### src/rtl/spi_sclk_gen.sv
`default_nettype none
// ============================================================================
//  Module   : spi_sclk_gen
//  Purpose  : SPI serial-clock generator. Takes a start request, latches the
//             divider, pulse count and clock mode, then produces N spi_clk
//             pulses with sample/shift strobes on the appropriate edges.
//  Revision : 1.0  initial release
// ----------------------------------------------------------------------------
//  Ports
//    clk         system clock, rising edge
//    rst         asynchronous active-low reset
//    clk_divide  spi_clk half-period in clk cycles (0 behaves as 1)
//    n_pulses    spi_clk pulses per transfer (clamped to SPI_MAXLEN)
//    cpol        spi_clk idle level
//    cpha        0: sample leading / shift trailing, 1: the reverse
//    start       level request, accepted only when idle
//    abort       cancels an active transfer
//    spi_clk     generated serial clock (registered)
//    sample      strobe in the cycle spi_clk shows a sampling edge
//    shift       strobe in the cycle spi_clk shows a shifting edge
//    busy        transfer in progress
//    done        one-cycle pulse at normal completion
// ============================================================================
module spi_sclk_gen #(
    parameter int SPI_MAXLEN = 16,
    parameter int DIV_WIDTH  = 16
) (
    input  logic                         clk,
    input  logic                         rst,
    input  logic [DIV_WIDTH-1:0]         clk_divide,
    input  logic [$clog2(SPI_MAXLEN):0]  n_pulses,
    input  logic                         cpol,
    input  logic                         cpha,
    input  logic                         start,
    input  logic                         abort,
    output logic                         spi_clk,
    output logic                         sample,
    output logic                         shift,
    output logic                         busy,
    output logic                         done
);

    localparam int c_nw = $clog2(SPI_MAXLEN) + 1;  // pulse-count width
    localparam int c_ew = c_nw + 1;                // edge-count width, holds 2*SPI_MAXLEN

    localparam logic [c_nw-1:0]      c_maxlen   = c_nw'(SPI_MAXLEN);
    localparam logic [DIV_WIDTH-1:0] c_div_one  = DIV_WIDTH'(1);
    localparam logic [c_ew-1:0]      c_edge_one = c_ew'(1);

    typedef enum logic [1:0] {
        S_IDLE  = 2'd0,
        S_SETUP = 2'd1,
        S_RUN   = 2'd2,
        S_HOLD  = 2'd3
    } state_t;

    state_t                r_state;
    logic [DIV_WIDTH-1:0]  r_div;
    logic [DIV_WIDTH-1:0]  r_cnt;
    logic [c_ew-1:0]       r_edges;
    logic [c_nw-1:0]       r_npulse;
    logic                  r_cpol;
    logic                  r_cpha;

    logic [c_nw-1:0]       w_n_clamped;
    logic [DIV_WIDTH-1:0]  w_div_eff;
    logic                  w_tc;
    logic [c_ew-1:0]       w_next_edge;
    logic [c_ew-1:0]       w_last_edge;

    assign w_n_clamped = (n_pulses > c_maxlen) ? c_maxlen : n_pulses;
    assign w_div_eff   = (clk_divide == '0) ? c_div_one : clk_divide;
    assign w_tc        = (r_cnt == (r_div - c_div_one));
    assign w_next_edge = r_edges + c_edge_one;
    assign w_last_edge = {r_npulse, 1'b0};

    always_ff @(posedge clk or negedge rst) begin
        if (!rst) begin
            r_state  <= S_IDLE;
            r_div    <= c_div_one;
            r_cnt    <= '0;
            r_edges  <= '0;
            r_npulse <= '0;
            r_cpol   <= 1'b0;
            r_cpha   <= 1'b0;
            spi_clk  <= 1'b0;
            sample   <= 1'b0;
            shift    <= 1'b0;
            busy     <= 1'b0;
            done     <= 1'b0;
        end else begin
            sample <= 1'b0;
            shift  <= 1'b0;
            done   <= 1'b0;
            case (r_state)
                S_IDLE: begin
                    // Idle level tracks the live cpol input with one cycle of lag.
                    spi_clk <= cpol;
                    if (start && !abort) begin
                        if (w_n_clamped == '0) begin
                            // Zero-length transfer completes immediately.
                            done <= 1'b1;
                        end else begin
                            r_state  <= S_SETUP;
                            busy     <= 1'b1;
                            r_div    <= w_div_eff;
                            r_npulse <= w_n_clamped;
                            r_cpol   <= cpol;
                            r_cpha   <= cpha;
                            r_cnt    <= '0;
                            r_edges  <= '0;
                        end
                    end
                end
                default: begin
                    if (abort) begin
                        r_state <= S_IDLE;
                        busy    <= 1'b0;
                        spi_clk <= r_cpol;
                    end else begin
                        r_cnt <= w_tc ? '0 : (r_cnt + c_div_one);
                        if (w_tc) begin
                            case (r_state)
                                S_SETUP, S_RUN: begin
                                    spi_clk <= ~spi_clk;
                                    r_edges <= w_next_edge;
                                    // Odd edge count = leading edge; cpha swaps roles.
                                    if (w_next_edge[0] ^ r_cpha) begin
                                        sample <= 1'b1;
                                    end else begin
                                        shift <= 1'b1;
                                    end
                                    // Final toggle starts the closing half-period.
                                    r_state <= (w_next_edge == w_last_edge) ? S_HOLD : S_RUN;
                                end
                                S_HOLD: begin
                                    r_state <= S_IDLE;
                                    busy    <= 1'b0;
                                    done    <= 1'b1;
                                    spi_clk <= r_cpol;
                                end
                                default: begin
                                    r_state <= S_IDLE;
                                    busy    <= 1'b0;
                                end
                            endcase
                        end
                    end
                end
            endcase
        end
    end

endmodule
`default_nettype wire

### config.mk
export PLATFORM = sky130hd
export DESIGN_NAME = spi_sclk_gen
export DESIGN_NICKNAME = d
export VERILOG_FILES = /design/src/rtl/spi_sclk_gen.sv
export SDC_FILE = /design/constraint.sdc
export NUM_CORES = 1
export LEC_CHECK = 0
export BUFFER_PORTS_ARGS = -buffer_cell sky130_fd_sc_hd__buf_2
export CELL_PAD_IN_SITES_DETAIL_PLACEMENT = 1
export CELL_PAD_IN_SITES_GLOBAL_PLACEMENT = 1
export CORE_MARGIN = 4
export CORE_UTILIZATION = 51
export CTS_BUF_LIST = sky130_fd_sc_hd__clkbuf_8
export DETAILED_ROUTE_END_ITERATION = 8
export PLACE_DENSITY_LB_ADDON = 0.1
export SETUP_SLACK_MARGIN = 0.3
export SYNTH_ARGS = -nofsm -noshare
export SYNTH_HDL_FRONTEND = slang
export SYNTH_SLANG_ARGS = --single-unit
### constraint.sdc
create_clock -name clk -period 7.4 [get_ports clk]
set_clock_uncertainty 0.15 [all_clocks]
set_input_delay 1.48 -clock clk [delete_from_list [all_inputs] [get_ports clk]]
set_output_delay 1.48 -clock clk [all_outputs]
set_load 0.01 [all_outputs]
# Word-level counts from Yosys, hierarchy flattened

Cells that the tools add are included.

$add $sub $neg: 3
Magnitude comparators: 1
Eq/ne operators: 9
Multiplexer cells: 46
Bitwise operators: 3
Reductions and logical operators: 16

Operators by type and width:

| operator                                              | number |
|---|---|
| two-way mux 16 bit                                    | 6 |
| two-way mux 6 bit                                     | 6 |
| two-way mux 1 bit                                     | 26 |
| adder 16 x 1 -> 16 bit, second input constant         | 1 |
| == test 16 bit                                        | 1 |
| logical NOT 16 bit                                    | 1 |
| subtractor 16 x 1 -> 16 bit, second input constant    | 1 |
| two-way mux 2 bit                                     | 6 |
| AND reduction 3 bit                                   | 3 |
| adder 6 x 1 -> 6 bit, second input constant           | 1 |
| == test 6 bit                                         | 1 |
| > comparator 5 bit, second input constant             | 1 |
| logical NOT 5 bit                                     | 1 |
| two-way mux 5 bit                                     | 1 |
| AND reduction 5 bit                                   | 1 |
| == test 2 bit, second input constant                  | 2 |
| inequality test 2 bit, second input constant          | 2 |
| AND reduction 4 bit                                   | 1 |
| nonzero test 2 bit                                    | 2 |
| nonzero test 4 bit                                    | 1 |
| inequality test 3 x 2 -> 1 bit, second input constant | 1 |
| nonzero test 3 bit                                    | 1 |
| == test 2 x 1 -> 1 bit, second input constant         | 1 |
| logical NOT 2 bit                                     | 1 |
| other kinds (8)                                       | 9 |

Register bits after elaboration: 52
Bits of input ports: 27
Output and inout port bits: 5
Word-level logic and storage cells: 90

# Logic depth before layout (Yosys ltp)

Depth after elaboration: 7
Depth in mapped cells: 10
Mapped depth without buffers: 9

# Worst setup path after synthesis

OpenSTA, ideal clock, no wires.

Kind: in2reg
Start: input port abort
End: register r_edges[5]
Setup time: 124 ps
Data arrival time: 2970 ps
Required time: 7126 ps
Setup slack: 4156 ps
Stages on the path: 8
Path buffers: 2
Cell sequence: clkbuf_1 -> nand2b_1 -> a21oi_1 -> or2_2 -> nand2b_1 -> buf_1 -> nor3_1 -> a211o_1

Word-level cells in the longest chain between the ends: 4
Elaborated cells between the ends (all ways): 5
Classes of those cells: 2 x eq/ne; 3 x reduce/logical

Ends and longest elaborated chain:

| element                                | line | source |
|---|---|---|
| start, declared                        | 35   | `input logic abort,` |
| logical NOT 1 bit                      | 99   | `if (start && !abort) begin` |
| logical AND 1 bit                      | 99   |  |
| inequality test 2 bit (no source line) | n/a  |  |
| AND reduction 5 bit (no source line) * | n/a  |  |
| end signal, assigned                   | 126  | `r_edges <= w_next_edge;` |
| end, declared                          | 60   | `logic [c_ew-1:0] r_edges;` |

Mark *: on every way between the ends. The rest lies on a longest branch, timed or not.
A chain may end at the register's enable or synchronous reset.

# Worst setup path after layout

Start: register r_div[0]
End: register r_cnt[0]

Word-level cells in the longest chain between the ends: 5

Ends and longest elaborated chain:

| element                     | line | source |
|---|---|---|
| start, declared             | 58   | `logic [DIV_WIDTH-1:0] r_div;` |
| start signal, assigned      | 80   | `r_div <= c_div_one;` |
| start signal, assigned      | 106  | `r_div <= w_div_eff;` |
| subtractor 16 x 1 -> 16 bit | 73   | `assign w_tc = (r_cnt == (r_div - c_div_one));` |
| == test 16 bit              | 73   |  |
| two-way mux 16 bit          | 121  | `r_cnt <= w_tc ? '0 : (r_cnt + c_div_one);` |
| two-way mux 16 bit          | 116  | `if (abort) begin` |
| two-way mux 16 bit          | 95   | `case (r_state)` |
| end signal, assigned        | 121  |  |
| end, declared               | 59   | `logic [DIV_WIDTH-1:0] r_cnt;` |

No other way between the ends. The select of a mux whose other input is x is not followed.

==> results.cfg <==
[min_path]
worstHoldStart = r_div[15]
hp-class = flop to flop

[die]
die_h_microns = 87.4
placementRows = 28
core_sq_um = 6030
die_area_sq_um = 7640
initial_utilization_pct = 53.3
die-width_microns = 87.4
pin_count = 32

[yosys]
synthTopCellsByArea = dfrtp_1, mux2_2, xnor2_1
synth-edff-count = 0
async_reset_ff_share_pct = 100
synth_most_common_cell = dfrtp_1
ys_seq_area_share_pct = 40.5
syn_nets = 365
yosys_register_bits = 52
netlist_top_cells_count = dfrtp_1, nor2_1, nand2_1
syn_avg_cell_area_sq_um = 9.65
syn_inst = 333
syn_area_sq_um = 3210
yosysTopAreaCellShare_pct = 39.7
synth_warnings = 0
synthFlopType = dfrtp_1
synth_area_leader_cell = dfrtp_1
yosys.cell_types.count = 58

[cts]
path_clk_slew_ns = 0.09
clockBufferDepth = 2
cts_buffers = 5
clkSinkCount = 52
cts_tree = built
post_cts_resized = 0
htreeDepth = 2
postCtsSetupBuffers = 0
cts_hold_buffers = 0
insertion_delay_ns = 0.31
clockRootBuffer = clkbuf_8

[worst_setup_path]
arrival_ns = 3.51
r2r_cells = 9
critPathTopFamily = simple AND/OR/NAND/NOR gates
reg2reg_to = r_cnt[0]
crit_start = r_div[0]
crit_slowest_cell = a2111oi_4
reg2reg_from = r_div[0]
cp_max_fo = 14
worstPathCellList = inv_1 -> ha_1 -> nor4b_4 -> and3b_1 -> nor4_1 -> nand4bb_1 -> a2111oi_4 -> nor3_1 -> mux2_2
reg2reg_slack_ns = 3.93
cp.depth = 9
worstSetupStartpointType = flop
cp.required_ns = 7.44
crit_type = flop to flop
endpoint = r_cnt[0]
endpoint_kind = flop
path_buf_inv = 1
slowest_delay_ns = 0.80

[sta]
max_freq_mhz = 288
finalHoldViolCount = 0
worstMarginPinSlew_ns = 1.03
report.final.slew_viol_count = 0
hold_ws_ns = 0.387
maxSlewHeadroom_pct = 31.4
setup_viol = 0
fin_crit_sh_pct = 46.9
min_period_ns = 3.47
grt_setup_unrepaired = false
tns_ns = 0

[drt]
drtIter0Drc = 145
dr.pass1.iters = 4
vias_per_cell = 5.93
vias = 2578
postRouteWirelength_microns = 7930
routedWlPerCell_microns = 18.2
drcViolationCount = 0
drtAntennaViolNets = 0

[pwr]
p_leak_nw = 1.49
p_clk_share_pct = 15.6
combPwrFrac_pct = 40.8
p_sw_mw = 0.472
ir_drop_v = 0.000177
p_int_mw = 0.679
p_total_mw = 1.15
sw_frac_of_total_pct = 41.0
power.density_nw_per_um2 = 328
p_seq_share_pct = 43.7

[placement]
place.gp.congestion = 0.814
place_hpwl_microns = 6020
portBuffers = 31
dp_cells = 427

[final_layout]
nets = 391
n_antenna_cell = 0
layout.cells.non_filler = 435
syn2layout_area_growth_pct = 9.11
final_util_pct = 58.2
drive_gt1_share_pct = 19.7

[run]
drv_cap = 0

[status]
status = complete, no violations

[grt]
gr-usage-all-layers_pct = 22.8
grt_antenna_before_repair = 0
grt_max_degree = 53
grt_first_pass_wirelength_microns = 13700
grt_pass1_vias = 2704
grt_overflow = 0
through the flow:
step | setup WS [ns] | instance area, sq um
2_1_floorplan | 4.16 | 3210
3_3_place_gp | 3.72 | 3410
3_5_place_dp | 3.61 | 3410
4_1_cts | 3.93 | 3510
5_1_grt | 3.71 | 3510
6_report | 3.93 | 3510
per-layer routing:
| metal | vias to the layer above | wire length (microns) | GRT usage [%] | part of all wire, % |
|---|---|---|---|---|
| met5 | - | 0 | 0 | 0 |
| met4 | 0 | 41 | 4.18 | 0.52 |
| met3 | 4 | 292 | 2.93 | 3.7 |
| met2 | 55 | 3580 | 34.9 | 45 |
| met1 | 1274 | 4010 | 34.8 | 51 |
| li1 | 1245 | - | - | - |
state kept, by name (all words and copies together), names as in the netlist:
register	count
r_edges	6
r_cpha	1
r_npulse	5
sample	1
r_state	2
r_cnt	16
done	1
spi_clk	1
shift	1
busy	1
r_div	16
r_cpol	1
layout make-up:
class / instances / area, sq um
clock buffers: 7 / 96.3
inverters: 12 / 45.0
flip-flops and latches: 52 / 1300
clock inverters: 1 / 3.75
well taps: 75 / 93.8
multi-input cells: 256 / 1800
repair buffers: 32 / 163
fillers: 709 / 2520
cells by family after synthesis:
kind of cell,count (synthesis),synth area share [%]
AND/OR/NAND/NOR,138,23.2
XOR/XNOR,38,10.4
buffers and inverters,25,3.39
adder cells (fa/ha/maj),5,1.95
multiplexers,19,6.62
flip-flops,52,40.5
AO/OA/AOI/OAI,56,13.9
placed cells by master, fill, tap and decap left out, drive strengths merged, types with 9 or more instances in the layout:
cell	count
mux2	18
nor3	12
nor2	31
inv	13
nand2	29
xnor2	19
nand4	9
nand3	13
o21ai	12
buf	32
xor2	19
a21oi	11
dfrtp	51
worst min path at each step:
stage | endpoint | cells past startpoint
after CTS | r_div[15] | 1
after floorplan | r_npulse[1] | 2
after global routing | r_div[0] | 2
after global placement | r_npulse[1] | 2
final | r_div[15] | 1
after detailed placement | r_div[15] | 1
power groups by stage:
stage          Sequential, mW  Combinational (mW)  Clock, mW
3_5_place_dp            0.508               0.468          0
2_1_floorplan           0.467               0.379          0
4_1_cts                 0.502               0.473      0.183
6_report                0.503               0.469      0.179
3_3_place_gp            0.498               0.446          0
5_1_grt                 0.519               0.531      0.197
Power figures use the tool's default switching activity.
